`src/rtl/ibex_pkg.sv`:
```
// ---------------------------------------------------------------------------
// ibex_pkg
// Shared types and constants for the interrupt controller slice.
//   priv_lvl_e       : privilege level encoding
//   irqs_t           : packed interrupt vector {software, timer, external, fast[14:0]}
//   exc_cause_e      : 6-bit mcause encoding for the named interrupts
//   irq_ctrl_state_e : request/acknowledge FSM states
// Helper functions translate between causes and irqs_t bit positions.
// ---------------------------------------------------------------------------
package ibex_pkg;

    typedef enum logic [1:0] {
        PRIV_LVL_M = 2'b11,
        PRIV_LVL_H = 2'b10,
        PRIV_LVL_S = 2'b01,
        PRIV_LVL_U = 2'b00
    } priv_lvl_e;

    // The first member is the MSB: software is bit 17, fast[0] is bit 0.
    typedef struct packed {
        logic        irq_software;
        logic        irq_timer;
        logic        irq_external;
        logic [14:0] irq_fast;
    } irqs_t;

    // Fast causes are not enumerated; they are built with fast_cause().
    typedef enum logic [5:0] {
        EXC_CAUSE_IRQ_SOFTWARE_M = {1'b1, 5'd3},
        EXC_CAUSE_IRQ_TIMER_M    = {1'b1, 5'd7},
        EXC_CAUSE_IRQ_EXTERNAL_M = {1'b1, 5'd11},
        EXC_CAUSE_IRQ_NM         = {1'b1, 5'd31}
    } exc_cause_e;

    typedef enum logic [1:0] {
        IRQ_IDLE,
        IRQ_REQ,
        IRQ_GAP
    } irq_ctrl_state_e;

    localparam int unsigned CSR_MFIX_BIT_LOW    = 16;
    localparam int unsigned CSR_MFIX_BIT_HIGH   = 30;
    localparam logic [4:0]  IRQ_FAST_CAUSE_BASE = 5'd16;

    function automatic exc_cause_e fast_cause(input logic [3:0] idx);
        return exc_cause_e'({1'b1, IRQ_FAST_CAUSE_BASE + {1'b0, idx}});
    endfunction

    // One-hot irqs_t position of a maskable cause; zero for NMI.
    function automatic irqs_t irq_mask_of_cause(input exc_cause_e cause);
        irqs_t      mask;
        logic [4:0] code;
        mask = '0;
        code = cause[4:0];
        if (cause == EXC_CAUSE_IRQ_SOFTWARE_M) begin
            mask.irq_software = 1'b1;
        end else if (cause == EXC_CAUSE_IRQ_TIMER_M) begin
            mask.irq_timer = 1'b1;
        end else if (cause == EXC_CAUSE_IRQ_EXTERNAL_M) begin
            mask.irq_external = 1'b1;
        end else if (cause[5] && (code >= IRQ_FAST_CAUSE_BASE) &&
                     (code < IRQ_FAST_CAUSE_BASE + 5'd15)) begin
            mask.irq_fast = 15'd1 << (code - IRQ_FAST_CAUSE_BASE);
        end
        return mask;
    endfunction

endpackage

```
`src/rtl/ibex_irq_prio.sv`:
```
// ---------------------------------------------------------------------------
// ibex_irq_prio
// Combinational fixed-priority selector.
//   eligible : irqs_t-format vector of interrupts allowed to be taken
//   nmi      : NMI eligible
//   valid    : at least one candidate present
//   cause    : winning cause (NMI, fast[0]..fast[14], external, software, timer)
// ---------------------------------------------------------------------------
module ibex_irq_prio
    import ibex_pkg::*;
(
    input  logic [17:0] eligible,
    input  logic        nmi,
    output logic        valid,
    output exc_cause_e  cause
);

    irqs_t irqs;
    assign irqs = irqs_t'(eligible);

    always_comb begin
        valid = 1'b0;
        cause = EXC_CAUSE_IRQ_SOFTWARE_M;
        if (nmi) begin
            valid = 1'b1;
            cause = EXC_CAUSE_IRQ_NM;
        end else if (|irqs.irq_fast) begin
            valid = 1'b1;
            // Walk downwards so the lowest-numbered fast line is written last.
            for (int i = 14; i >= 0; i--) begin
                if (irqs.irq_fast[i]) begin
                    cause = fast_cause(4'(i));
                end
            end
        end else if (irqs.irq_external) begin
            valid = 1'b1;
            cause = EXC_CAUSE_IRQ_EXTERNAL_M;
        end else if (irqs.irq_software) begin
            valid = 1'b1;
            cause = EXC_CAUSE_IRQ_SOFTWARE_M;
        end else if (irqs.irq_timer) begin
            valid = 1'b1;
            cause = EXC_CAUSE_IRQ_TIMER_M;
        end
    end

endmodule

```
`src/rtl/ibex_irq_ctrl.sv`:
```
// ---------------------------------------------------------------------------
// ibex_irq_ctrl
// Interrupt controller between the raw pins and the core controller.
//   clk_i, rst_ni       : clock, asynchronous active-low reset
//   irqs_i, irq_nm_i    : raw interrupt pins (irqs_t format) and NMI pin
//   mie_i, mstatus_mie_i, priv_mode_i, debug_mode_i : masking context
//   mret_i              : MRET retired, leaves NMI mode
//   irq_ack_i           : controller takes the presented interrupt
//   irq_req_o, irq_cause_o : presented request and its cause
//   mip_o               : registered pending view (no NMI)
//   nmi_mode_o          : NMI handler active
// ---------------------------------------------------------------------------
module ibex_irq_ctrl
    import ibex_pkg::*;
#(
    parameter int unsigned SyncStages  = 2,
    parameter logic [14:0] FastIrqEdge = 15'h0000
) (
    input  logic        clk_i,
    input  logic        rst_ni,
    input  logic [17:0] irqs_i,
    input  logic        irq_nm_i,
    input  logic [17:0] mie_i,
    input  logic        mstatus_mie_i,
    input  logic [1:0]  priv_mode_i,
    input  logic        debug_mode_i,
    input  logic        mret_i,
    input  logic        irq_ack_i,
    output logic        irq_req_o,
    output logic [5:0]  irq_cause_o,
    output logic [17:0] mip_o,
    output logic        nmi_mode_o
);

    logic [18:0] raw_in;
    logic [18:0] synced;

    assign raw_in = {irq_nm_i, irqs_i};

    // Synchroniser chain; zero stages means the pins are already clk_i-synchronous.
    if (SyncStages == 0) begin : g_no_sync
        assign synced = raw_in;
    end else begin : g_sync
        logic [18:0] sync_q [SyncStages];
        always_ff @(posedge clk_i or negedge rst_ni) begin
            if (!rst_ni) begin
                for (int i = 0; i < SyncStages; i++) begin
                    sync_q[i] <= '0;
                end
            end else begin
                sync_q[0] <= raw_in;
                for (int i = 1; i < SyncStages; i++) begin
                    sync_q[i] <= sync_q[i-1];
                end
            end
        end
        assign synced = sync_q[SyncStages-1];
    end

    irqs_t           sync_irqs;
    logic            sync_nm;
    logic [14:0]     prev_fast_q;
    logic            prev_nm_q;
    logic [14:0]     fast_rise;
    logic            nm_rise;

    irq_ctrl_state_e state_q, state_d;
    exc_cause_e      cause_q, cause_d;
    irqs_t           pending_q, pending_d;
    logic            nmi_latch_q, nmi_latch_d;
    logic            nmi_mode_q;

    irqs_t           cause_mask;
    logic            ack_taken;
    logic            nmi_ack;
    logic [14:0]     fast_clear;

    logic            global_en;
    logic            irq_gate;
    logic [17:0]     eligible;
    logic            nmi_eligible;
    logic            still_eligible;
    logic            win_valid;
    exc_cause_e      win_cause;

    assign sync_irqs = irqs_t'(synced[17:0]);
    assign sync_nm   = synced[18];
    assign fast_rise = sync_irqs.irq_fast & ~prev_fast_q;
    assign nm_rise   = sync_nm & ~prev_nm_q;

    // An ack only counts while a request is actually being presented.
    assign cause_mask = irq_mask_of_cause(cause_q);
    assign ack_taken  = (state_q == IRQ_REQ) && irq_ack_i;
    assign nmi_ack    = ack_taken && (cause_q == EXC_CAUSE_IRQ_NM);
    assign fast_clear = ack_taken ? cause_mask.irq_fast : '0;

    // Level lines follow the synchronised pin; edge lines latch a rising edge
    // and drop on ack, with a same-cycle new edge taking precedence.
    always_comb begin
        pending_d          = sync_irqs;
        pending_d.irq_fast = (sync_irqs.irq_fast & ~FastIrqEdge) |
                             (FastIrqEdge & (fast_rise | (pending_q.irq_fast & ~fast_clear)));
        nmi_latch_d        = nm_rise | (nmi_latch_q & ~nmi_ack);
    end

    assign global_en      = (priv_lvl_e'(priv_mode_i) != PRIV_LVL_M) || mstatus_mie_i;
    assign irq_gate       = global_en && !debug_mode_i && !nmi_mode_q;
    assign eligible       = pending_q & mie_i & {18{irq_gate}};
    assign nmi_eligible   = nmi_latch_q && !debug_mode_i && !nmi_mode_q;
    assign still_eligible = |(eligible & cause_mask);

    ibex_irq_prio u_prio (
        .eligible (eligible),
        .nmi      (nmi_eligible),
        .valid    (win_valid),
        .cause    (win_cause)
    );

    // Request FSM: the cause is frozen in REQ, so later higher-priority
    // arrivals wait for the next IDLE. An NMI is only pulled back by debug entry.
    always_comb begin
        state_d = state_q;
        cause_d = cause_q;
        case (state_q)
            IRQ_IDLE: begin
                if (win_valid) begin
                    state_d = IRQ_REQ;
                    cause_d = win_cause;
                end
            end
            IRQ_REQ: begin
                if (irq_ack_i) begin
                    state_d = IRQ_GAP;
                end else if (cause_q == EXC_CAUSE_IRQ_NM) begin
                    if (debug_mode_i) begin
                        state_d = IRQ_IDLE;
                    end
                end else if (!still_eligible) begin
                    state_d = IRQ_IDLE;
                end
            end
            IRQ_GAP: begin
                state_d = IRQ_IDLE;
            end
            default: begin
                state_d = IRQ_IDLE;
            end
        endcase
    end

    always_ff @(posedge clk_i or negedge rst_ni) begin
        if (!rst_ni) begin
            prev_fast_q <= '0;
            prev_nm_q   <= 1'b0;
            pending_q   <= '0;
            nmi_latch_q <= 1'b0;
            state_q     <= IRQ_IDLE;
            cause_q     <= EXC_CAUSE_IRQ_SOFTWARE_M;
            nmi_mode_q  <= 1'b0;
        end else begin
            prev_fast_q <= sync_irqs.irq_fast;
            prev_nm_q   <= sync_nm;
            pending_q   <= pending_d;
            nmi_latch_q <= nmi_latch_d;
            state_q     <= state_d;
            cause_q     <= cause_d;
            // An NMI ack in the same cycle as MRET re-enters NMI mode.
            if (nmi_ack) begin
                nmi_mode_q <= 1'b1;
            end else if (mret_i) begin
                nmi_mode_q <= 1'b0;
            end
        end
    end

    assign irq_req_o   = (state_q == IRQ_REQ);
    assign irq_cause_o = cause_q;
    assign mip_o       = pending_q;
    assign nmi_mode_o  = nmi_mode_q;

    ack_only_in_req: assert property (@(posedge clk_i) disable iff (!rst_ni)
        irq_ack_i |-> (state_q == IRQ_REQ));

endmodule

```
`config.mk`:
```
export PLATFORM = sky130hd
export DESIGN_NAME = ibex_irq_ctrl
export DESIGN_NICKNAME = d
export VERILOG_FILES = /design/src/rtl/ibex_pkg.sv /design/src/rtl/ibex_irq_prio.sv /design/src/rtl/ibex_irq_ctrl.sv
export SDC_FILE = /design/constraint.sdc
export NUM_CORES = 1
export LEC_CHECK = 0
export BUFFER_PORTS_ARGS = -buffer_cell sky130_fd_sc_hd__buf_2
export CAP_MARGIN = 25
export CORE_ASPECT_RATIO = 1.25
export CORE_UTILIZATION = 35
export DETAILED_ROUTE_END_ITERATION = 7
export HOLD_SLACK_MARGIN = 0.12
export PLACE_DENSITY = 0.59
export SKIP_LAST_GASP = 1
export SLEW_MARGIN = 5
export SYNTH_ARGS = -nofsm -noshare
export SYNTH_HDL_FRONTEND = slang
export SYNTH_HIERARCHICAL = 1
export SYNTH_SLANG_ARGS = --single-unit
```
`constraint.sdc`:
```
create_clock -name clk_i -period 4 [get_ports clk_i]
set_input_delay 1 -clock clk_i [delete_from_list [all_inputs] [get_ports clk_i]]
set_output_delay 1 -clock clk_i [all_outputs]
set_load 0.03 [all_outputs]
```
# --- Yosys cells after proc, flatten, opt, wreduce, memory -nomap -nowiden ---
# Index checks and enable logic that the tools add are counted.
word_totals:
  reg_bits: 67
  in_bits: 45
  output_inout_bits: 26
  word_cells: 89
op_classes:
  n_addsub: 1
  order_cmp: 2
  n_eq_ne: 9
  n_shift: 1
  n_mux: 40
  bitwise_logic: 8
  reduce_logical: 17
ops:
  columns: ["op", "n"]
  rows:
  - ["two-way mux 5 bit", 15]
  - ["bitwise AND 18 bit", 3]
  - ["two-way mux 15 bit", 2]
  - ["== test 6 bit (second input constant)", 4]
  - ["two-way mux 6 bit", 4]
  - ["OR reduction 18 bit", 1]
  - ["two-way mux 17 bit", 1]
  - ["two-way mux 16 bit", 1]
  - ["OR reduction 15 bit", 1]
  - ["<< shifter 1 x 5 -> 15 bit (first input constant)", 1]
  - ["two-way mux 1 bit", 10]
  - ["two-way mux 2 bit", 5]
  - ["logical AND 1 bit", 8]
  - ["greater-or-equal comparator 5 bit (second input constant)", 1]
  - ["less-than comparator 5 bit (second input constant)", 1]
  - ["subtractor 5 bit (second input constant)", 1]
  - ["!= test 4 x 3 -> 1 bit (second input constant)", 1]
  - ["!= test 4 bit (second input constant)", 1]
  - ["one-hot mux 2 bit (2 select lines)", 1]
  - ["two-way mux 3 bit", 1]
  - ["AND reduction 3 bit", 1]
  - ["bitwise AND 1 bit", 2]
  - ["== test 2 x 1 -> 1 bit (second input constant)", 1]
  - ["logical NOT 1 bit", 2]
  - ["other kinds (8)", 9]

# --- Depth between registers and ports, before layout ---
# Gate-level depths: netlist of the first run.
depth:
  depth_word: 22
  mapped_depth: 12

# --- Modules after synthesis ---
# Netlist of the first run, hierarchy kept.
by_module_without_submodules:
  columns: ["module", "n_inst", "cells_each", "area_each_um2", "seq_area_each_um2"]
  rows:
  - ["ibex_irq_ctrl", 1, 170, 2238.4, 1680.4]
  - ["ibex_irq_prio", 1, 37, 212.7, 0.0]

# --- Worst setup path before layout of the first run ---
# OpenSTA, ideal clock, no wires.
synth_path:
  path_type: "in2reg"
  from: "input port priv_mode_i[0]"
  to: "register state_q[0]"
  setup_time_ns: 0.134
  t_arrival_ns: 4.003
  required_ns: 3.866
  path_slack_ns: -0.137
  path_stages: 12
  n_path_buf: 2
  path_cell_list: "nand2_1 -> o21ai_1 -> buf_2 -> buf_1 -> nor2_1 -> or4_1 -> or4_1 -> or2_4 -> or4_1 -> nor3b_4 -> a211oi_1 -> a31oi_1"
synth_lines:
  columns: ["item", "line", "rtl"]
  rows:
  - ["start, declared", "ibex_irq_ctrl.sv:25", "input logic [1:0] priv_mode_i,"]
  - ["!= test 2 bit", "ibex_irq_ctrl.sv:106", "assign global_en = (priv_lvl_e'(priv_mode_i) != PRIV_LVL_M) || mstatus_mie_i;"]
  - ["logical OR 1 bit", "ibex_irq_ctrl.sv:106", null]
  - ["logical AND 1 bit (2 in a row)", "ibex_irq_ctrl.sv:107", "assign irq_gate = global_en && !debug_mode_i && !nmi_mode_q;"]
  - ["bitwise AND 18 bit", "ibex_irq_ctrl.sv:108", "assign eligible = pending_q & mie_i & {18{irq_gate}};"]
  - ["via eligible[9]", "ibex_irq_ctrl.sv:80", "logic [17:0] eligible;"]
  - ["OR reduction 15 bit", "ibex_irq_prio.sv:27", "end else if (|irqs.irq_fast) begin"]
  - ["two-way mux 1 bit", "ibex_irq_prio.sv:27", null]
  - ["two-way mux 1 bit", "ibex_irq_prio.sv:24", "if (nmi) begin"]
  - ["via win_valid", "ibex_irq_ctrl.sv:83", "logic win_valid;"]
  - ["!= test 2 x 1 -> 1 bit (no line)", null, null]
  - ["AND reduction 3 bit (no line)", null, null]
  - ["end signal, assigned", "ibex_irq_ctrl.sv:165", "state_q <= state_d;"]
  - ["end, declared", "ibex_irq_ctrl.sv:67", "irq_ctrl_state_e state_q, state_d;"]
# The timed path passes the listed nets, and every way through them passes these cells.
# A chain may end at the register's enable or synchronous reset.

# --- Worst setup path in the final report of the first run ---
# Ends and elaborated chain as after synthesis.

==> metrics.csv, run 1 <==
stage,metric,value,unit
floorplanning,initial_core_util,36.87,%
critical_path,cp_max_fo,12,
global_routing,grt_use_total,15.78,%
sta,period_needed,3.563,ns
yosys,synth_warnings,6,
critical_path,crit_chain,buf_2 > nand2_1 > o21ai_1 > buf_4 > nor2_1 > or4_1 > or4_1 > or2_4 > or4_1 > nor3b_4 > a211oi_1 > a31oi_1,
finish,areaGrowthSynthToFinish,30.58,%
critical_path,cp_common_cell,or4_1,
clock_tree,clkLatencyLatePin,0.34,ns
yosys,synth_area_per_cell,11.84,um2
critical_path,reg2reg_to,state_q[0]$_DFFE_PN0P_,
route,first_pass_iters,4,
global_routing,first_global_vias,1799,
critical_path,r2r_cells,11,
placement,gp_congestion,0.8888,
power,p_leak,0.001507,uW
yosys,synth_edf_count,0,
critical_path,r2r-start,nmi_mode_o$_DFFE_PN0P_,
sta,slew_headroom,42.28,%
route,drc_errors,0,
yosys,synth_fp_nets,252,
floorplanning,dieArea,7344,um2
critical_path,critPathArrivalTime,3.77,ns
clock_tree,cts_tree,done,
sta,hold_violations,0,
sta,hold_ws,0.3448,ns
floorplanning,num_rows,33,
clock_tree,cts_setup_buffers,0,
route,wl_per_cell,13.97,um
critical_path,worstSetupPathType,in2reg,
critical_path,worstSetupEndpoint,state_q[0]$_DFFE_PN0P_,
yosys,synthCells,207,
clock_tree,root_buffer,clkbuf_8,
critical_path,critPathCaptureType,register,
yosys,synthArstFlopShare,100.0,%
floorplanning,boundaryPins,71,
route,postRouteAntennaNets,0,
yosys,ys_ff_latch,67,
placement,post-place-cells,367,
global_routing,met2_usage,26.64,%
yosys,yosysTopAreaCellShare,65.34,%
yosys,yosys.area.top_type,dfrtp_1,
floorplanning,coreArea,6648,um2
critical_path,slowest_stage,or4_1,
route,wl,5.351,mm
floorplanning,die_h,95.56,um
route,vias_per_cell,4.768,
critical_path,critPathLaunchType,input port,
sta,finalSetupViolCount,0,
clock_tree,cts.sinks,67,
power,vdd_ir_drop_max,0.3743,mV
critical_path,path_delay_family,simple AND/OR/NAND/NOR gates,
placement,dpl.hpwl,4.106,mm
clock_tree,cts_made_buffers,9,
sta,tns,0,ns
critical_path,rrSetupSlack,0.82,ns
global_routing,antenna_found_initial,0,
global_routing,grt-ovfl-total,0,
floorplanning,chipWidth,76.85,um
global_routing,grt_pass1_wl,8.493,mm
global_routing,grtUsageMet3,5.263,%
critical_path,worstSetupStartpoint,priv_mode_i[0],
critical_path,crit_cells,12,
global_routing,grt_max_degree,42,
power,finalPower,1970,uW
yosys,synth_seq_area_share,68.56,%
clock_tree,h-tree-depth,3,
clock_tree,clock_path_buffers,2,
route,drtIter0Drc,71,
critical_path,crit_required,4.20,ns
hold_path,hold_class,reg2reg,
global_routing,top_usage_layer,met2,
yosys,synth_top_cells_by_area,"dfrtp_1 (65%), nor2_1 (4.3%), nand2_1 (4.1%), dfstp_2 (3.2%), mux2_2 (2.3%)",
clock_tree,cts.clk_slew.worst_paths,0.07,ns
finish,instances_no_fill,383,
finish,antennaDiodeCount,0,
yosys,ys.flop_type,dfrtp_1,
sta,slew_viol_final,0,
flow_run,cap_violations,0,
sta,max_freq,280.6,MHz
sta,fin_skew,0.01020,ns
clock_tree,cts_resized,0,
power,power_density,615.6,nW/um2
sta,rsz0062_at_grt,false,
placement,io_buffers,70,
critical_path,cpPeakStageDelay,0.54,ns
global_routing,grt_util_met1,17.35,%
outcome,outcome,completed,
yosys,syn_area,2451,um2
yosys,netlist-cell-type-count,40,
finish,nNetsFinal,336,
sta,worst_pin_slew,0.8658,ns
clock_tree,hold_buffers,0,
sta,fin_crit_sh,89.09,%
route,vias,1826,
critical_path,crit_buf_inv,2,
finish,drive_gt1_share,36.49,%
[report_power, final]
part / internal, uW / total (uW) / leakage, uW / switching [uW]
clock: 451 / 703 / 0.000130 / 251
sequential: 756 / 853 / 0.000776 / 96.9
combinational: 164 / 415 / 0.000601 / 251
total: 1370 / 1970 / 0.00151 / 599
[cells by family after synthesis]
family,count (synthesis),share of synthesized area (%)
multiplexers,5,2.297
buffers and inverters,14,2.705
AND/OR/NAND/NOR,86,16.79
AO/OA/AOI/OAI,34,9.495
flip-flops,67,68.56
other,1,0.1530
[synth_stat cells (2+ instances only)]
library cell,number
inv_1,8
and4b_1,2
a21oi_1,4
dfrtp_1,64
dfstp_2,3
o311ai_0,2
nand3_1,9
nor2_1,28
nor2b_1,4
a211oi_1,3
mux2_2,5
nor4_1,3
o21ai_0,8
or4_1,3
and2_1,2
a31oi_1,4
o21ai_1,3
nand2_1,27
nor3_1,3
buf_2,2
[cell usage in the layout (no fill, tap or decap), drive strengths merged, types with 2 or more instances in the layout]
| master | count |
|---|---|
| nor3 | 3 |
| bufinv | 3 |
| mux2 | 5 |
| or4 | 3 |
| and4b | 2 |
| nor4 | 3 |
| o311ai | 2 |
| buf | 79 |
| dfstp | 3 |
| nor2b | 4 |
| dfrtp | 64 |
| inv | 9 |
| a21oi | 4 |
| and2 | 2 |
| o21ai | 11 |
| a31oi | 4 |
| nand3 | 9 |
| or2 | 2 |
| a211oi | 3 |
| nand2 | 28 |
| nor2 | 28 |
| clkbuf | 11 |
[worst min path at each step]
| stage | cells past startpoint | to | from | slack (ns) |
|---|---|---|---|---|
| floorplan | 0 | mip_o[0]$_DFF_PN0_ | synced[0]$_DFF_PN0_ | 0.33 |
| global placement | 0 | mip_o[0]$_DFF_PN0_ | synced[0]$_DFF_PN0_ | 0.33 |
| detailed placement | 0 | mip_o[16]$_DFF_PN0_ | synced[16]$_DFF_PN0_ | 0.33 |
| CTS | 0 | mip_o[0]$_DFF_PN0_ | synced[0]$_DFF_PN0_ | 0.35 |
| global route | 0 | mip_o[0]$_DFF_PN0_ | synced[0]$_DFF_PN0_ | 0.36 |
| finish | 0 | mip_o[2]$_DFF_PN0_ | synced[2]$_DFF_PN0_ | 0.34 |
[per-layer routing]
metal  wire [um]  share of wire [%]
met5           0                  0
met3         254                4.7
met4         145                2.7
met2        2740                 51
met1        2210                 41
[flip-flops by register name, indices dropped and copies added (netlist names)]
name,cells
g_sync.sync_q,19
irq_cause_o,6
mip_o,18
nmi_latch_q,1
nmi_mode_o,1
prev_nm_q,1
state_q,2
synced,19
[area by class of cell]
cell class	instances	area (um2)
clock buffers	11	151.4
clock inverters	5	107.6
fillers	623	3447
inverters	8	30.03
multi-input cells	126	704.4
flip-flops and latches	67	1680
well taps	87	108.9
repair buffers	79	417.9
[metrics by stage]
stage / setup slack [ns] / utilization, % / area [um2]
global placement: 0.1212 / 44.25 / 2942
CTS: 0.4453 / 48.15 / 3201
floorplan: 0.01946 / - / 2455
finish: 0.4365 / 48.15 / 3201
detailed placement: 0.07444 / 44.25 / 2942
global route: 0.2561 / 48.15 / 3201
No activity file was read; power rests on OpenSTA's default activity.
==> run 2: changes to the inputs <==
Settings changed: ABC_AREA set to 1, CAP_MARGIN 25 to unset, PLACE_DENSITY 0.59 to 0.58.
==> run 2 against run 1 <==
  * Sequential share of layout area decreased by 2.8 points
  * Clock skew up 0.0011 ns
  * Combinational power is 23% higher
  * Non-clock buffer count down 8
  * Sequential power down 3.5%
  * Clock power down 11%
  * Largest cell class unchanged
==> metrics.csv, run 2 <==
stage,metric,value,unit,change
sta,rsz0062_at_grt,false,,unchanged
floorplanning,coreArea,7445,um2,was 6648 um2
route,vias_per_cell,4.408,,was 4.768
clock_tree,clkLatencyLatePin,0.34,ns,about the same
sta,tns,0,ns,unchanged
critical_path,crit_required,4.23,ns,was 4.20 ns
placement,pre_cts_ws,0.7383,ns,was 0.07444 ns
hold_path,holdCritStartpoint,synced[9]$_DFF_PN0_,,was synced[2]$_DFF_PN0_
route,wl,5.585,mm,was 5.351 mm
clock_tree,hold_buffers,0,,unchanged
hold_path,hold_class,reg2reg,,unchanged
yosys,synth_edf_count,0,,unchanged
route,postRouteAntennaNets,0,,unchanged
finish,n_fill_cell,755,,was 623
flow_run,cap_violations,0,,unchanged
power,p_leak,0.001798,uW,was 0.001507 uW
yosys,synth_most_common_cell,dfrtp_1,,unchanged
yosys,synthArstFlopShare,100.0,%,unchanged
floorplanning,boundaryPins,71,,unchanged
power,power_density,580.9,nW/um2,was 615.6 nW/um2
finish,antennaDiodeCount,0,,unchanged
sta,hold_violations,0,,unchanged
critical_path,worstSetupPathType,in2reg,,unchanged
outcome,outcome,completed,,unchanged
sta,fin_skew,0.01128,ns,was 0.01020 ns
yosys,synth_warnings,6,,unchanged
yosys,synth_top_cells_by_area,"dfrtp_1 (59%), nand2_1 (8.5%), nor2_1 (6.2%), inv_1 (6.1%), nand3_1 (3.7%)",,"was dfrtp_1 (65%), nor2_1 (4.3%), nand2_1 (4.1%), dfstp_2 (3.2%), mux2_2 (2.3%)"
clock_tree,cts_resized,0,,unchanged
clock_tree,root_buffer,clkbuf_8,,unchanged
critical_path,critPathCaptureType,register,,unchanged
clock_tree,cts.sinks,67,,unchanged
yosys,synth_area_per_cell,9.487,um2,was 11.84 um2
route,wl_per_cell,12.11,um,was 13.97 um
route,first_pass_iters,4,,unchanged
critical_path,critPathArrivalTime,3.13,ns,was 3.77 ns
yosys,ys.flop_type,dfrtp_1,,unchanged
clock_tree,cts_made_buffers,9,,unchanged
floorplanning,num_rows,35,,was 33
sta,hold_ws,0.3407,ns,was 0.3448 ns
yosys,synthCells,285,,was 207
floorplanning,chipWidth,80.62,um,was 76.85 um
yosys,synth_seq_area_share,62.15,%,was 68.56%
finish,most-common-layout-cells,"buf_2 (70), dfrtp_1 (64), nand2_1 (61), nor2_1 (45), inv_1 (44)",,"was buf_2 (70), dfrtp_1 (64), nor2_1 (28), nand2_1 (27), clkbuf_8 (11)"
floorplanning,dieArea,8083,um2,was 7344 um2
finish,layout.cells.most_common,buf_2,,unchanged
clock_tree,cts.clk_slew.worst_paths,0.08,ns,was 0.07 ns
route,drtIter0Drc,95,,was 71
yosys,syn_area,2704,um2,was 2451 um2
yosys,ys_top_cells_by_count,"dfrtp_1 (64), nand2_1 (61), nor2_1 (45)",,"was dfrtp_1 (64), nor2_1 (28), nand2_1 (27)"
critical_path,cp_max_fo,12,,unchanged
global_routing,grt-ovfl-total,0,,unchanged
yosys,ys_ff_latch,67,,unchanged
finish,drive_gt1_share,30.35,%,was 36.49%
critical_path,r2r-start,nmi_mode_o$_DFFE_PN0P_,,unchanged
clock_tree,h-tree-depth,3,,unchanged
sta,slew_headroom,42.62,%,was 42.28%
floorplanning,initial_core_util,36.32,%,was 36.87%
sta,finalWorstSetupSlack,1.097,ns,was 0.4365 ns
floorplanning,die_h,100.3,um,was 95.56 um
finish,instances_no_fill,461,,was 383
sta,max_freq,344.5,MHz,was 280.6 MHz
clock_tree,clock_path_buffers,2,,unchanged
yosys,yosysTopAreaCellShare,59.23,%,was 65.34%
finish,areaGrowthSynthToFinish,24.94,%,was 30.58%
critical_path,worstSetupStartpoint,mstatus_mie_i,,was priv_mode_i[0]
sta,slew_viol_final,0,,unchanged
global_routing,first_global_vias,2090,,was 1799
clock_tree,cts_tree,done,,unchanged
global_routing,grt_pass1_wl,9.384,mm,was 8.493 mm
placement,io_buffers,70,,unchanged
clock_tree,cts_setup_buffers,0,,unchanged
route,vias,2032,,was 1826
yosys,synth_fp_nets,330,,was 252
route,drc_errors,0,,unchanged
global_routing,grt_max_degree,41,,was 42
sta,finalSetupViolCount,0,,unchanged
sta,period_needed,2.903,ns,was 3.563 ns
placement,dpl.hpwl,4.333,mm,was 4.106 mm
finish,nNetsFinal,409,,was 336
critical_path,critPathLaunchType,input port,,unchanged
power,vdd_ir_drop_max,0.3499,mV,was 0.3743 mV
global_routing,antenna_found_initial,0,,unchanged
placement,post-place-cells,445,,was 367
placement,gp_congestion,0.8647,,was 0.8888
sta,fin_crit_sh,72.57,%,was 89.09%
sta,worst_pin_slew,0.8607,ns,was 0.8658 ns
power,finalPower,1962,uW,was 1970 uW
yosys,yosys.area.top_type,dfrtp_1,,unchanged
yosys,netlist-cell-type-count,30,,was 40
global_routing,grt_use_total,15.73,%,was 15.78%
==> run 2: cell types whose count changed after synthesis, sizes merged, moves of 5 or more <==
cell    previous run  this run
inv                8        48
nand2             28        63
nor2              28        54
nand3              9        23
o21ai             11         4
nand3b             0         5
==> run 2: where the power goes <==
part | leakage, uW | total [uW] | switching [uW] | internal, uW
clock | 0.000114 | 629 | 273 | 356
combinational | 0.000909 | 510 | 352 | 158
sequential | 0.000775 | 823 | 66.5 | 757
==> run 2: critical path: stages <==
cell and delay (ns):
buf_2 0.10, inv_1 0.05, nand3_2 0.17, nand2_4 0.20
nor2_1 0.11, nor4_2 0.30, inv_1 0.08, nor2_2 0.11
nand3_2 0.09, nor2_2 0.10, inv_2 0.04, nor2_2 0.06
nand2_1 0.05, nand2_1 0.27, mux2_2 0.38
==> run 2: metrics by stage <==
stage / util [%] / area, um2
2_1_floorplan: - / 2704
3_3_place_gp: 42.37 / 3154
3_5_place_dp: 42.37 / 3154
4_1_cts: 45.38 / 3378
5_1_grt: 45.38 / 3378
6_report: 45.38 / 3378
==> run 2: cells by family (layout without fill, tap and decap cells) <==
family,count (synthesis),count (layout),share of synthesized area (%)
multiplexers,1,1,0.4164
AND/OR/NAND/NOR,154,154,27.53
buffers and inverters,51,135,7.589
flip-flops,67,67,62.15
AO/OA/AOI/OAI,11,11,2.175
other,1,1,0.1387
==> run 2: area by class of cell <==
| type | count | area [um2] | area share (%) |
|---|---|---|---|
| Clock buffer | 9 | 123.9 | 3.667 |
| Clock inverter | 7 | 100.1 | 2.963 |
| Sequential cell | 67 | 1680 | 49.74 |
| Multi-Input combinational cell | 167 | 818.3 | 24.22 |
| Inverter | 48 | 182.7 | 5.407 |
| Tap cell | 92 | 115.1 | 3.407 |
| Timing Repair Buffer | 71 | 357.8 | 10.59 |
==> run 2: routing by layer <==
metal	track usage (%)	part of all wire (%)
met1	18.24	41
met2	26.40	53
met3	3.818	3.6
met4	8.654	2.0
met5	0	0
==> run 2: final timing paths <==
| check | to | cells after the start | slack [ns] |
|---|---|---|---|
| hold reg to reg | mip_o[9]$_DFF_PN0_ | 0 | 0.34 |
| max in group asynchronous | g_sync.sync_q[22]$_DFF_PN0_ | 2 | 2.36 |
| hold / removal | mip_o[9]$_DFF_PN0_ | 0 | 0.34 |
| setup / recovery | irq_cause_o[4]$_DFFE_PN0P_ | 15 | 1.10 |
| setup reg to reg | irq_cause_o[4]$_DFFE_PN0P_ | 13 | 1.58 |
| min in group asynchronous | mip_o[9]$_DFF_PN0_ | 1 | 0.77 |
==> run 3: changes to the inputs <==
Settings changed: PLACE_DENSITY 0.58 to 0.6.
Clock period 4 ns to 2.5 ns, I/O delays scaled along.
==> run 3 against run 2 <==
  * Cell count rose by 1.3%
  * Register-to-register slack got worse by 1.2 ns
  * Count of clock-buffer cells in the layout rose by 1
  * Die area did not move
  * Cell area rose by 1.3%
  * Highest routed layer unchanged
  * Largest cell class unchanged
  * Routed wire length fell by 3.6%
  * Sequential power rose by 60%
  * Clock skew fell by 0.0034 ns
  * First-iteration DRC count fell by 19%
==> metrics.csv, run 3 (synthesis results as in run 2) <==
stage,metric,value,unit,change
finish,n_fill_cell,743,,was 755
route,vias,2067,,was 2032
finish,layout.cells.most_common,buf_2,,unchanged
power,p_leak,0.001816,uW,was 0.001798 uW
route,wl,5.384,mm,was 5.585 mm
finish,drive_gt1_share,31.47,%,was 30.35%
clock_tree,hold_buffers,0,,unchanged
power,power_density,900.9,nW/um2,was 580.9 nW/um2
route,first_pass_iters,4,,unchanged
sta,worst_pin_slew,0.6468,ns,was 0.8607 ns
placement,dpl.hpwl,4.275,mm,was 4.333 mm
finish,antennaDiodeCount,0,,unchanged
route,postRouteAntennaNets,0,,unchanged
global_routing,first_global_vias,2111,,was 2090
finish,nNetsFinal,415,,was 409
route,wl_per_cell,11.53,um,was 12.11 um
finish,instances_no_fill,467,,was 461
clock_tree,cts_tree,done,,unchanged
floorplanning,coreArea,7445,um2,unchanged
clock_tree,cts.sinks,67,,unchanged
critical_path,r2r_cells,20,,was 13
sta,max_freq,465.8,MHz,
sta,period_needed,2.147,ns,
finish,multi_input_comb_area,818.3,um2,unchanged
floorplanning,chipWidth,80.62,um,unchanged
finish,post-route-util,45.95,%,was 45.38%
clock_tree,cts_made_buffers,9,,unchanged
clock_tree,h-tree-depth,3,,unchanged
critical_path,cp_max_fo,9,,was 12
sta,hold_ws,0.3077,ns,was 0.3407 ns
placement,post-place-cells,451,,was 445
finish,design_area,3421,um2,was 3378 um2
finish,areaGrowthSynthToFinish,26.52,%,was 24.94%
sta,fin_crit_sh,85.88,%,
outcome,outcome,completed,,unchanged
flow_run,cap_violations,0,,unchanged
clock_tree,clkLatencyLatePin,0.34,ns,about the same
route,drc_errors,0,,unchanged
global_routing,grt_use_total,15.56,%,was 15.73%
finish,most-common-layout-cells,"buf_2 (70), dfrtp_1 (64), nand2_1 (61), nor2_1 (45), inv_1 (44)",,unchanged
sta,hold_violations,0,,unchanged
hold_path,hold_class,in2async,,was reg2reg
global_routing,grt_pass1_wl,9.308,mm,was 9.384 mm
route,vias_per_cell,4.426,,was 4.408
critical_path,crit_required,2.77,ns,was 4.23 ns
clock_tree,clock_path_buffers,2,,unchanged
critical_path,reg2reg_to,irq_cause_o[0]$_DFFE_PN1P_,,was irq_cause_o[4]$_DFFE_PN0P_
floorplanning,initial_core_util,36.32,%,unchanged
clock_tree,cts.clk_slew.worst_paths,0.08,ns,about the same
placement,io_buffers,70,,unchanged
sta,rsz0062_at_grt,false,,unchanged
critical_path,critPathCaptureType,register,,unchanged
critical_path,r2r-start,nmi_mode_o$_DFFE_PN0P_,,unchanged
floorplanning,boundaryPins,71,,unchanged
sta,tns,0,ns,unchanged
floorplanning,dieArea,8083,um2,unchanged
clock_tree,cts_resized,0,,unchanged
clock_tree,root_buffer,clkbuf_8,,unchanged
global_routing,antenna_found_initial,0,,unchanged
placement,dpl_cell_area,3212,um2,was 3154 um2
critical_path,critPathLaunchType,register,,was input port
global_routing,grt-ovfl-total,0,,unchanged
route,drtIter0Drc,77,,was 95
critical_path,critPathArrivalTime,2.42,ns,was 3.13 ns
finish,register_area,1680,um2,unchanged
placement,gp_congestion,0.8380,,was 0.8647
sta,slew_viol_final,0,,unchanged
floorplanning,die_h,100.3,um,unchanged
floorplanning,num_rows,35,,unchanged
sta,fin_skew,0.007887,ns,was 0.01128 ns
global_routing,grt_max_degree,41,,unchanged
critical_path,rrSetupSlack,0.35,ns,was 1.58 ns
sta,finalSetupViolCount,0,,unchanged
sta,slew_headroom,56.88,%,was 42.62%
power,vdd_ir_drop_max,0.5022,mV,was 0.3499 mV
clock_tree,cts_setup_buffers,0,,unchanged
critical_path,worstSetupPathType,reg2reg,,was in2reg
## run 3: worst max path at each step
| stage | from | to | slack, ns |
|---|---|---|---|
| global placement | mstatus_mie_i | irq_cause_o[4]$_DFFE_PN0P_ | 0.03 |
| finish | nmi_mode_o$_DFFE_PN0P_ | irq_cause_o[0]$_DFFE_PN1P_ | 0.35 |
| floorplan | mstatus_mie_i | irq_cause_o[1]$_DFFE_PN1P_ | 0.09 |
| CTS | nmi_mode_o$_DFFE_PN0P_ | irq_cause_o[0]$_DFFE_PN1P_ | 0.35 |
| detailed placement | mstatus_mie_i | irq_cause_o[4]$_DFFE_PN0P_ | -0.005 |
| global route | mstatus_mie_i | irq_cause_o[1]$_DFFE_PN1P_ | 0.05 |
## run 3: area by class of cell
cell class / count / area share [%]
flip-flops and latches: 67 / 49.12
multi-input cells: 167 / 23.92
repair buffers: 77 / 12.14
inverters: 48 / 5.340
clock buffers: 10 / 4.023
well taps: 92 / 3.365
clock inverters: 6 / 2.085
## run 3: metal layers
metal | GRT usage (%) | up-vias | share of wire, %
met5 | 0 | - | 0
met4 | 7.967 | 0 | 2.4
met3 | 4.909 | 11 | 4.0
met2 | 25.42 | 50 | 52
met1 | 18.20 | 968 | 42
li1 | - | 1038 | -
## run 3: critical path, cell delays in order (launching register included)
cell,delay (ns)
dfrtp_1,0.45
nor2_8,0.22
nand2_4,0.11
buf_4,0.15
nor2_1,0.24
inv_1,0.07
nand2_1,0.07
nand2_1,0.04
nand2_1,0.05
nand2_1,0.05
nand2_1,0.06
nand2_1,0.04
nand2_1,0.05
nand2_1,0.05
nand2_1,0.05
nand2_1,0.04
nand2_1,0.05
nand2_1,0.06
nand2_1,0.06
nor2_1,0.04
a21oi_1,0.11
## run 3: power by group
| part | leakage [uW] | internal (uW) | switching, uW | total [uW] |
|---|---|---|---|---|
| sequential | 0.000775 | 1210 | 106 | 1320 |
| combinational | 0.000942 | 277 | 563 | 841 |
| clock | 0.0000995 | 496 | 428 | 924 |
## run 3: per-stage QoR
stage	total power [uW]	worst slack, ns
global placement	2169	0.02908
CTS	3114	0.3494
global route	3275	0.05172
finish	3082	0.3530
floorplan	1913	0.08863
detailed placement	2186	-0.005483
